==> src/rtl/act_timer_pkg.sv <==
// Shared definitions for the activity timer: FSM state encoding, counter width
// and a saturating adder used by the consecutive-window and total counters.
package act_timer_pkg;

    localparam int CONSEC_W = 8;

    typedef logic [1:0] state_t;

    localparam state_t ST_IDLE    = 2'd0;
    localparam state_t ST_MEASURE = 2'd1;
    localparam state_t ST_ACTIVE  = 2'd2;

    // Sum is formed one bit wider than the operands so it can never wrap before the clamp.
    function automatic logic [31:0] sat_add(input logic [31:0] a,
                                            input logic [31:0] b,
                                            input logic [31:0] max_val);
        logic [32:0] sum;
        sum = {1'b0, a} + {1'b0, b};
        return (sum > {1'b0, max_val}) ? max_val : sum[31:0];
    endfunction

endpackage

==> src/rtl/sec_prescaler.sv <==
// One-second timebase: counts 0..CLK_PER_SEC-1 while run is high, held at 0 otherwise.
// tick marks the last cycle of each window.
module sec_prescaler #(
    parameter int CLK_PER_SEC = 50_000_000
) (
    input  logic CLK,
    input  logic RESET,
    input  logic run,
    output logic tick
);

    localparam int                CNT_W    = (CLK_PER_SEC > 1) ? $clog2(CLK_PER_SEC) : 1;
    localparam logic [CNT_W-1:0]  CNT_LAST = CNT_W'(CLK_PER_SEC - 1);

    logic [CNT_W-1:0] r_cnt;
    logic             w_at_last;

    assign w_at_last = (r_cnt == CNT_LAST);

    // NOTE: sequential state uses non-blocking assignments so every flop samples pre-edge values.
    always_ff @(posedge CLK or negedge RESET) begin
        if (!RESET) begin
            r_cnt <= '0;
        end else if (!run || w_at_last) begin
            r_cnt <= '0;
        end else begin
            r_cnt <= r_cnt + CNT_W'(1);
        end
    end

    assign tick = run && w_at_last;

endmodule

==> src/rtl/activity_timer_ctrl.sv <==
// Activity timer: classifies 1 s windows by step count and credits sustained activity.
// Optional build macro ACT_TIMER_LAST_WIN_EN adds the LAST_WIN_STEPS output.
module activity_timer_ctrl
    import act_timer_pkg::*;
#(
    parameter int CLK_PER_SEC = 50_000_000,
    parameter int STEP_THRESH = 2,
    parameter int ARM_SECS    = 60,
    parameter int TOT_W       = 16
) (
    input  logic                CLK,
    input  logic                RESET,
    input  logic                ENABLE,
    input  logic                STEP,
    input  logic                CLEAR,
    output logic                SEC_TICK,
    output logic [CONSEC_W-1:0] CONSEC_SECS,
    output logic [TOT_W-1:0]    ACTIVE_SECS,
    output logic                HIGH_ACT,
    output logic [1:0]          STATE
`ifdef ACT_TIMER_LAST_WIN_EN
    ,
    output logic [7:0]          LAST_WIN_STEPS
`endif
);

    localparam int              SC_W       = $clog2(STEP_THRESH + 1);
    localparam logic [SC_W-1:0] SC_MAX     = SC_W'(STEP_THRESH);
    localparam logic [SC_W:0]   THRESH_V   = (SC_W + 1)'(STEP_THRESH);
    localparam logic [31:0]     TOT_MAX    = 32'((64'd1 << TOT_W) - 64'd1);
    localparam logic [31:0]     CONSEC_MAX = 32'((1 << CONSEC_W) - 1);

    state_t                r_state;
    state_t                w_next_state;
    logic [SC_W-1:0]       r_step_cnt;
    logic [CONSEC_W-1:0]   r_consec;
    logic [TOT_W-1:0]      r_total;

    logic                  w_run;
    logic                  w_tick;
    logic [SC_W:0]         w_win_steps;
    logic                  w_win_active;
    logic [CONSEC_W-1:0]   w_consec_inc;
    logic                  w_arm_hit;
    logic [TOT_W-1:0]      w_total_arm;
    logic [TOT_W-1:0]      w_total_one;

    assign w_run = ENABLE && (r_state != ST_IDLE);

    sec_prescaler #(
        .CLK_PER_SEC (CLK_PER_SEC)
    ) u_sec_prescaler (
        .CLK   (CLK),
        .RESET (RESET),
        .run   (w_run),
        .tick  (w_tick)
    );

    // A step landing on the tick cycle still belongs to the window that is ending.
    assign w_win_steps  = {1'b0, r_step_cnt} + {{SC_W{1'b0}}, STEP};
    assign w_win_active = (w_win_steps >= THRESH_V);

    assign w_consec_inc = CONSEC_W'(sat_add(32'(r_consec), 32'd1, CONSEC_MAX));
    assign w_arm_hit    = (w_consec_inc == CONSEC_W'(ARM_SECS));
    assign w_total_arm  = TOT_W'(sat_add(32'(r_total), 32'(ARM_SECS), TOT_MAX));
    assign w_total_one  = TOT_W'(sat_add(32'(r_total), 32'd1, TOT_MAX));

    always_ff @(posedge CLK or negedge RESET) begin
        if (!RESET) begin
            r_step_cnt <= '0;
        end else if (!w_run || w_tick) begin
            r_step_cnt <= '0;
        end else if (STEP && (r_step_cnt != SC_MAX)) begin
            r_step_cnt <= r_step_cnt + SC_W'(1);
        end
    end

    always_ff @(posedge CLK or negedge RESET) begin
        if (!RESET) begin
            r_state <= ST_IDLE;
        end else begin
            r_state <= w_next_state;
        end
    end

    // NOTE: every always_comb output gets a default first so no latch can be inferred.
    always_comb begin
        w_next_state = r_state;
        if (CLEAR) begin
            w_next_state = ENABLE ? ST_MEASURE : ST_IDLE;
        end else if (!ENABLE) begin
            w_next_state = ST_IDLE;
        end else begin
            case (r_state)
                ST_IDLE: begin
                    w_next_state = ST_MEASURE;
                end
                ST_MEASURE: begin
                    if (w_tick && w_win_active && w_arm_hit) begin
                        w_next_state = ST_ACTIVE;
                    end
                end
                ST_ACTIVE: begin
                    if (w_tick && !w_win_active) begin
                        w_next_state = ST_MEASURE;
                    end
                end
                default: begin
                    w_next_state = ST_IDLE;
                end
            endcase
        end
    end

    always_comb begin
        HIGH_ACT = (r_state == ST_ACTIVE);
        STATE    = r_state;
    end

    // Reaching the arming count credits the whole qualifying streak at once.
    always_ff @(posedge CLK or negedge RESET) begin
        if (!RESET) begin
            r_consec <= '0;
            r_total  <= '0;
        end else if (CLEAR) begin
            r_consec <= '0;
            r_total  <= '0;
        end else if (!ENABLE) begin
            r_consec <= '0;
        end else if (w_tick) begin
            if (!w_win_active) begin
                r_consec <= '0;
            end else begin
                r_consec <= w_consec_inc;
                case (r_state)
                    ST_MEASURE: begin
                        if (w_arm_hit) begin
                            r_total <= w_total_arm;
                        end
                    end
                    ST_ACTIVE: begin
                        r_total <= w_total_one;
                    end
                    default: begin
                        r_total <= r_total;
                    end
                endcase
            end
        end
    end

    assign SEC_TICK    = w_tick;
    assign CONSEC_SECS = r_consec;
    assign ACTIVE_SECS = r_total;

`ifdef ACT_TIMER_LAST_WIN_EN
    logic [7:0] r_win_steps8;
    logic [7:0] r_last_win;
    logic [7:0] w_win_steps8_inc;

    assign w_win_steps8_inc = (STEP && (r_win_steps8 != 8'hFF)) ? r_win_steps8 + 8'd1 : r_win_steps8;

    always_ff @(posedge CLK or negedge RESET) begin
        if (!RESET) begin
            r_win_steps8 <= '0;
            r_last_win   <= '0;
        end else if (!ENABLE) begin
            r_win_steps8 <= '0;
            r_last_win   <= '0;
        end else if (w_tick) begin
            r_win_steps8 <= '0;
            r_last_win   <= w_win_steps8_inc;
        end else if (w_run) begin
            r_win_steps8 <= w_win_steps8_inc;
        end else begin
            r_win_steps8 <= '0;
        end
    end

    assign LAST_WIN_STEPS = r_last_win;
`endif

endmodule
==> config.mk <==
export PLATFORM = sky130hd
export DESIGN_NAME = activity_timer_ctrl
export DESIGN_NICKNAME = d
export VERILOG_FILES = /design/src/rtl/act_timer_pkg.sv /design/src/rtl/sec_prescaler.sv /design/src/rtl/activity_timer_ctrl.sv
export SDC_FILE = /design/constraint.sdc
export NUM_CORES = 1
export LEC_CHECK = 0
export CAP_MARGIN = 20
export CORE_MARGIN = 2
export CORE_UTILIZATION = 51
export CTS_BUF_LIST = sky130_fd_sc_hd__clkbuf_4
export CTS_CLUSTER_SIZE = 40
export DETAILED_ROUTE_END_ITERATION = 8
export GPL_ROUTABILITY_DRIVEN = 0
export PLACE_DENSITY = 0.71
export RECOVER_POWER = 100
export SKIP_CTS_REPAIR_TIMING = 1
export SYNTH_ARGS = -nofsm -noshare
export SYNTH_HDL_FRONTEND = slang
export SYNTH_SLANG_ARGS = --single-unit
==> constraint.sdc <==
create_clock -name CLK -period 9.6 [get_ports CLK]
set_input_delay 1.44 -clock CLK [delete_from_list [all_inputs] [get_ports CLK]]
set_output_delay 1.44 -clock CLK [all_outputs]
set_load 0.01 [all_outputs]
-- After elaboration in Yosys (flattened, before gate mapping)
Index checks and enable logic that the tools add are counted.
- word-level logic and storage cells: 65
- output and inout bits: 28
- register bits after elaboration: 54
- input port bits: 5
- multiplexer cells: 22
- order comparisons: 4
- reductions and logical operators: 19
- add/sub/neg operators: 6
- eq/ne operators: 9
- operators with widths (cell ; number):
    two-way mux 16 bit ; 7
    two-way mux 8 bit ; 5
    > comparator 17 x 16 -> 1 bit, second input constant ; 2
    one-hot mux 16 bit (2 select lines) ; 1
    adder 26 x 1 -> 26 bit, second input constant ; 1
    equality test 26 bit, second input constant ; 1
    two-way mux 26 bit ; 1
    adder 16 x 1 -> 17 bit, second input constant ; 1
    adder 16 x 6 -> 17 bit, second input constant ; 1
    two-way mux 2 bit ; 6
    nonzero test 2 bit ; 5
    adder 8 x 1 -> 9 bit, second input constant ; 1
    > comparator 9 x 8 -> 1 bit, second input constant ; 1
    equality test 8 x 6 -> 1 bit, second input constant ; 1
    logical AND 1 bit ; 6
    one-hot mux 2 bit (3 select lines) ; 1
    AND reduction 5 bit ; 1
    != test 4 x 3 -> 1 bit, second input constant ; 1
    != test 4 bit, second input constant ; 1
    adder 2 x 1 -> 3 bit ; 1
    >= comparator 3 x 2 -> 1 bit, second input constant ; 1
    != test 3 x 1 -> 1 bit, second input constant ; 1
    != test 3 bit, second input constant ; 1
    nonzero test 3 bit ; 1
    other kinds (9) ; 11

-- Depth between registers and ports, before layout
- word-level depth: 10
- gate-level depth with buffers: 11
- depth with buffers taken out: 9

-- By module
From an unflattened synthesis, not the netlist that was laid out.
- cell total of the unflattened synthesis: 470
- area total of the unflattened synthesis: 3922.5 µm²
- by module, submodules not included (module ; times used ; sequential area each (µm²) ; area each (µm²) ; cells an instance):
    activity_timer_ctrl ; 1 ; 700.7 ; 2499.9 ; 318
    sec_prescaler ; 1 ; 650.6 ; 1422.6 ; 152

-- Least setup slack after synthesis
OpenSTA, ideal clock, no wires.
- kind: input -> output
- start: input port ENABLE
- end: output port SEC_TICK
- arrival time: 1794 ps
- stages on the path: 3
- buffers on the path: 0
- required time: 8160 ps
- setup slack: 6366 ps
- cell sequence: o21a_1 > nand2_1 > inv_1
- longest elaborated chain between the ends: 2
- RTL lines (item ; line ; text):
    start: declaration ; activity_timer_ctrl.sv:13 ; input logic ENABLE,
    logical AND 1 bit ; activity_timer_ctrl.sv:48 ; assign w_run = ENABLE && (r_state != ST_IDLE);
    logical AND 1 bit ; sec_prescaler.sv:31 ; assign tick = run && w_at_last;
    end: declaration ; activity_timer_ctrl.sv:16 ; output logic SEC_TICK,
Every way passes these cells.

-- Worst setup path after layout
Ends and elaborated chain as after synthesis.

==> flow_metrics.tcl <==
set metrics [dict create \
    swShare_pct 34.6 \
    nFillCells 620 \
    netlist_area_um2 3670 \
    cp-end-kind "primary output" \
    cp_num_buf_inv 3 \
    power_mw 0.476 \
    grt_pass1_wl_um 15400 \
    cts_max_level 2 \
    yosysWarnings 0 \
    syn_avg_cell_area_um2 8.51 \
    layout_commonest_cell "dfrtp_1" \
    placed_area_um2 4050 \
    crit_path_max_fanout 5 \
    die_h_um 88.8 \
    combPwrFrac_pct 20.6 \
    dp_hpwl_um 6320 \
    grt_pass1_vias 3121 \
    antenna_found_initial 1 \
    met1_length_um 3970 \
    drt_wl_total_um 9020 \
    setup_tns_ns 0 \
    finalHoldViolations 0 \
    timing.final.crit_period_ns 4.46 \
    cp_cell_sequence "dlygate4sd3_1, o21a_1, nand2_1, inv_1, dlygate4sd3_1" \
    area_delta_synth_final_pct 11.3 \
    ios 33 \
    slowest_stage "dlygate4sd3_1" \
    arrival_ns 3.02 \
    layout_common_cells "dfrtp_1 (54), nor2_1 (49), nand2_1 (38), dlygate4sd3_1 (30), a21oi_1 (26)" \
    core_um2 6870 \
    seqPwrFrac_pct 57.1 \
    max_clock_freq_mhz 224 \
    slew_violations 55 \
    ys_seq_area_share_pct 36.8 \
    path_class "in -> out" \
    intPower_mw 0.311 \
    synth_top_cell_by_area "dfrtp_1" \
    hold_depth 1 \
    final_util_pct 59.4 \
    place_ws_ns 5.26 \
    root_buffer "clkbuf_4" \
    synth.net_count 445 \
    async_flop_share_pct 100 \
    clkTransAtPathRegs_ns 0.16 \
    wl_per_cell_um 16.4 \
    rsz0062_at_grt "false" \
    die_area_um2 7890 \
    grt_usage_pct 24.7 \
    cellPowerDensity_nw_per_um2 117 \
    rrSetupSlack_ns 5.99 \
    required_ns 8.16 \
    wl_met2_um 4200 \
    tightest_slew_ns 2.96 \
    power.switching_mw 0.165 \
    pwr-share-clk_pct 22.3 \
    fp-row-count 30 \
    antenna_left 0 \
    grt_max_degree 55 \
    drtIter0Drc 313 \
    finish.instance_area_um2 4080 \
    yosysUniqueCellTypes 66 \
    nets 467 \
    hold_path_class "reg -> reg" \
    die_w_um 88.8 \
    cp_top_family "buffers and inverters" \
    clock_path_buffers 2 \
    drc 0 \
    cts_tree "done" \
    overflow 0 \
    finalWorstSetupSlack_ns 5.14 \
    rr_worst_depth 9 \
    clk_latency_ns 0.39 \
    max-cap-violations 1 \
    failed_checks "max-capacitance violations, max-slew violations" \
    r2r_start "ACTIVE_SECS[2]" \
    route.met3.wl_um 706 \
    dr_total_vias 3443 \
    syn_inst 431 \
    peakVddDrop_uv 81.1 \
    cts.sinks 54 \
    vias_per_cell 6.25 \
    netlist_top_cells_area "dfrtp_1 (37%), nor2_1 (5.0%), xor2_1 (4.8%), nand2_1 (3.9%), a21oi_1 (3.5%)" \
    top_layer "met4" \
    dr.pass1.iters 5 \
    r2r_end "ACTIVE_SECS[10]" \
    max_stage_delay_ns 0.59 \
    setup_violations 0 \
    start_util_pct 53.4 \
    ys_ff_latch 54 \
    status "finished with violations" \
    min_from "u_sec_prescaler.r_cnt[0]" \
    period_share_pct 46.4 \
    cts_buffers 5 \
    skew_ns 0.0101 \
    portBuffers 32 \
    synth_edf_count 0 \
    relSlewSlack_pct -97.4 \
    drive_above_1_share_pct 4.19 \
    cp_common_cell "dlygate4sd3_1" \
    start_kind "primary input" \
    hold_end "u_sec_prescaler.r_cnt[0]" \
    power_leakage_nw 1.67 \
    synth_top_area_share_pct 36.8 \
    ys.flop_type "dfrtp_1" \
]
## per-layer routing
layer | global-route usage (%) | vias to the layer above
met3 | 5.22 | 17
li1 | - | 1623
met4 | 6.20 | 0
met1 | 35.2 | 1647
met5 | 0 | -
met2 | 38.5 | 156
## worst max-delay path by stage
stage | from | end | slack (ns) | cells past startpoint
after detailed placement | ENABLE | SEC_TICK | 5.26 | 5
after CTS | ENABLE | SEC_TICK | 5.26 | 5
final | ENABLE | SEC_TICK | 5.14 | 5
after global placement | ENABLE | SEC_TICK | 5.28 | 5
after floorplan | ENABLE | SEC_TICK | 6.37 | 3
after global routing | ENABLE | SEC_TICK | 5.06 | 5
## state kept, by name (all words and copies together) (netlist names)
name and cells:
ACTIVE_SECS 16, CONSEC_SECS 8, STATE 2, r_step_cnt 2
u_sec_prescaler.r_cnt 26
## power groups by stage
| stage | Combinational (mW) | Sequential (mW) | Clock (mW) |
|---|---|---|---|
| 2_1_floorplan | 0.0787 | 0.257 | 0 |
| 3_3_place_gp | 0.101 | 0.276 | 0 |
| 3_5_place_dp | 0.102 | 0.275 | 0 |
| 4_1_cts | 0.103 | 0.271 | 0.111 |
| 5_1_grt | 0.109 | 0.274 | 0.120 |
| 6_report | 0.0980 | 0.272 | 0.106 |
## cell usage after synthesis, types with 6 or more instances
cell,number
a22o_1,6
nor2b_1,7
nand3_1,25
and3_1,11
inv_1,18
nor4_1,6
xor2_1,20
clkbuf_1,12
xnor2_1,14
nand4_1,14
a21oi_1,26
o21ai_0,23
o22a_1,7
nor2_1,49
buf_2,7
dfrtp_1,54
ha_1,9
nand2_1,38
## metrics by stage
step	hold slack [ns]	std cells
finish	0.521	551
global route	0.585	551
CTS	0.530	550
detailed placement	0.509	542
global placement	0.507	542
floorplan	0.476	431
## worst register-to-register path: stages (launching register included)
cell and delay, ns:
dfrtp_1 0.63, inv_1 0.18, ha_1 0.30, nor3b_2 0.24, or4_4 0.58, a2111oi_4 0.38
o2111ai_1 0.28, and2_1 0.40, a22o_1 0.29, o41ai_1 0.23
## cell families (layout without fill, tap and decap cells)
family / count (synthesis) / count (layout) / synth area share, %
compound gates: 108 / 108 / 20.9
xor+xnor: 34 / 34 / 8.11
fa+ha+maj: 9 / 9 / 3.07
buf+inv: 38 / 61 / 4.33
flops: 54 / 54 / 36.8
mux: 1 / 1 / 0.273
other cells: 0 / 1 / 0
simple gates: 187 / 187 / 26.5
## final cells by class
type	count	area, µm²	share of cell area, %
diodes	1	2.50	0.0613
flip-flops and latches	54	1350	33.1
inverters	18	67.6	1.65
multi-input cells	339	2150	52.8
well taps	96	120	2.94
clock inverters	3	18.8	0.460
clock buffers	5	37.5	0.919
repair buffers	35	330	8.09
Power figures use the tool's default switching activity.
==> RTL edit: new RTL, config.mk and constraints unchanged <==
Register the input `CLEAR` before use, with the module's reset. The logic sees it one clock later. The other inputs are not delayed to match.
--- a/src/rtl/activity_timer_ctrl.sv
+++ b/src/rtl/activity_timer_ctrl.sv
@@ -29,6 +29,16 @@
     localparam logic [SC_W:0]   THRESH_V   = (SC_W + 1)'(STEP_THRESH);
     localparam logic [31:0]     TOT_MAX    = 32'((64'd1 << TOT_W) - 64'd1);
     localparam logic [31:0]     CONSEC_MAX = 32'((1 << CONSEC_W) - 1);
+
+    logic CLEAR_q;
+
+    always_ff @(posedge CLK or negedge RESET) begin
+        if (!RESET) begin
+            CLEAR_q <= '0;
+        end else begin
+            CLEAR_q <= CLEAR;
+        end
+    end
 
     state_t                r_state;
     state_t                w_next_state;
@@ -86,7 +96,7 @@
     // NOTE: every always_comb output gets a default first so no latch can be inferred.
     always_comb begin
         w_next_state = r_state;
-        if (CLEAR) begin
+        if (CLEAR_q) begin
             w_next_state = ENABLE ? ST_MEASURE : ST_IDLE;
         end else if (!ENABLE) begin
             w_next_state = ST_IDLE;
@@ -122,7 +132,7 @@
         if (!RESET) begin
             r_consec <= '0;
             r_total  <= '0;
-        end else if (CLEAR) begin
+        end else if (CLEAR_q) begin
             r_consec <= '0;
             r_total  <= '0;
         end else if (!ENABLE) begin
Formal check against the unedited RTL: no difference found for any inputs over 10 cycles, from zero or initial values and one cycle with RESET low; that may be too few to reach the edited logic, so the function may still have changed.
==> RTL edit against the original RTL <==
- the run still ends with max-capacitance violations, max-slew violations left
- synthesized area shrank 0.85%
- first-iteration DRC count down 44%
- final area is 2.4% lower
- critical endpoint unchanged
- via count fell by 6.6%
- critical path depth shrank 1
- core utilization shrank 1.1 points
- largest cell class unchanged
- sequential cell count rose by 1
- setup slack got worse by 0.60 ns
- wire length decreased by 4.8%
- count of clock-buffer cells in the layout is the same
- fmax fell by 12%
Power is not compared: it rests on default switching activity, and its combinational part moved more than twofold at a synthesized area within 25%.
==> RTL edit: results (changes against the original RTL) <==
stage,metric,value,unit,change
drt,vias post-DR,3215,,was 3443
layout,fin cells,538,,was 551
synth,post-synthesis sequential area ratio,0.3783,,was 0.3682
synth,commonest cells in the netlist,"nor2_1, dfrtp_1, nand2_1, a21oi_1",,"was dfrtp_1, nor2_1, nand2_1, a21oi_1, nand3_1"
drt,Pre-antenna DRT Iters,4,,was 5
grt,largest net degree at the start of global routing,56,,was 55
timing,Worst Skew,0.01978,ns,was 0.01013 ns
grt,first-pass GRT wire length,14.73,mm,was 15.36 mm
layout,fin nets,455,,was 467
synth,Mapped Nets,437,,was 445
worst_setup_path,"Arr. time, crit path",3.62,ns,was 3.02 ns
worst_setup_path,crit path max fanout,6,,was 5
layout,ratio of cells with drive above 1 in the final layout,0.04525,,was 0.04185
grt,vias in the first global route,3117,,was 3121
placement,placed cell count,530,,was 542
worst_setup_path,highest-delay cell along the critical path,nor4_1,,was dlygate4sd3_1
outcome,outcome,"complete, but fails checks",,unchanged
timing,actual slew at the worst max-slew pin,2.962,ns,was 2.961 ns
outcome,violated checks,"max-capacitance violations, max-slew violations",,unchanged
placement,pre-CTS worst setup slack,4.904,ns,was 5.262 ns
run,MaxCap Viol Count,1,,unchanged
synth,leading post-synthesis cells by cell area,"dfrtp_1, nor2_1, xor2_1",,unchanged
layout,Inserted Diodes,0,,was 1
layout,Filler cells,624,,was 620
timing,fin. max-slew vios,56,,was 55
worst_setup_path,crit-path max cell delay,0.72,ns,was 0.59 ns
-- RTL edit: final cells by class --
type | count | area share
Sequential cell | 55 | 0.3453
Multi-Input combinational cell | 330 | 0.5141
Clock inverter | 3 | 0.005964
Timing Repair Buffer | 33 | 0.08004
Inverter | 16 | 0.01507
Tap cell | 96 | 0.03013
Clock buffer | 5 | 0.009416
-- RTL edit: logic make-up (layout without fill, tap and decap cells) --
kind of cell	Yosys count	after routing	synth area share
mux	1	1	0.002751
xor+xnor	27	27	0.06499
flops	55	55	0.3783
simple gates	194	194	0.2882
compound gates	99	99	0.1847
fa+ha+maj	9	9	0.03095
buf+inv	38	57	0.05020
-- RTL edit: routing by layer --
layer,part of all wire,vias up,GRT usage
li1,-,1592,-
met1,0.47,1521,0.3335
met2,0.47,89,0.3753
met3,0.050,13,0.03638
met4,0.012,0,0.07163
met5,0,-,0
-- RTL edit: worst register-to-register path, delay by kind of cell, from the launching register on --
family                   cells  cell delay (ns)
flip-flops                   1             0.55
AO/OA/AOI/OAI                2             0.83
AND/OR/NAND/NOR              4             1.40
buffers and inverters        1             0.23
adder cells (fa/ha/maj)      1             0.32
-- RTL edit: where the power goes --
group	switching [mW]	internal, mW	leakage, nW	total (mW)
Sequential	0.00206	0.233	0.762	0.235
Combinational	0.0105	0.00380	0.785	0.0143
Clock	0.0817	0.0301	0.0331	0.112
-- RTL edit: final timing paths --
kind / start / to / slack (ns)
worst max-delay path: ENABLE / SEC_TICK / 4.54
worst min-delay path: u_sec_prescaler.r_cnt[0]$_DFF_PN0_ / u_sec_prescaler.r_cnt[0]$_DFF_PN0_ / 0.53
worst max register to register: ACTIVE_SECS[2]$_DFFE_PN0P_ / ACTIVE_SECS[2]$_DFFE_PN0P_ / 6.15
worst min register to register: u_sec_prescaler.r_cnt[0]$_DFF_PN0_ / u_sec_prescaler.r_cnt[0]$_DFF_PN0_ / 0.53
max in group asynchronous: RESET / CONSEC_SECS[2]$_DFFE_PN0P_ / 5.85
min in group asynchronous: RESET / u_sec_prescaler.r_cnt[21]$_DFF_PN0_ / 2.07
-- RTL edit: per-stage QoR --
stage | utilization | area [sq um]
final | 0.5835 | 3986
after global routing | 0.5835 | 3986
after CTS | 0.5885 | 4020
after detailed placement | 0.5795 | 3959
after global placement | 0.5795 | 3959
after floorplan | - | 3638
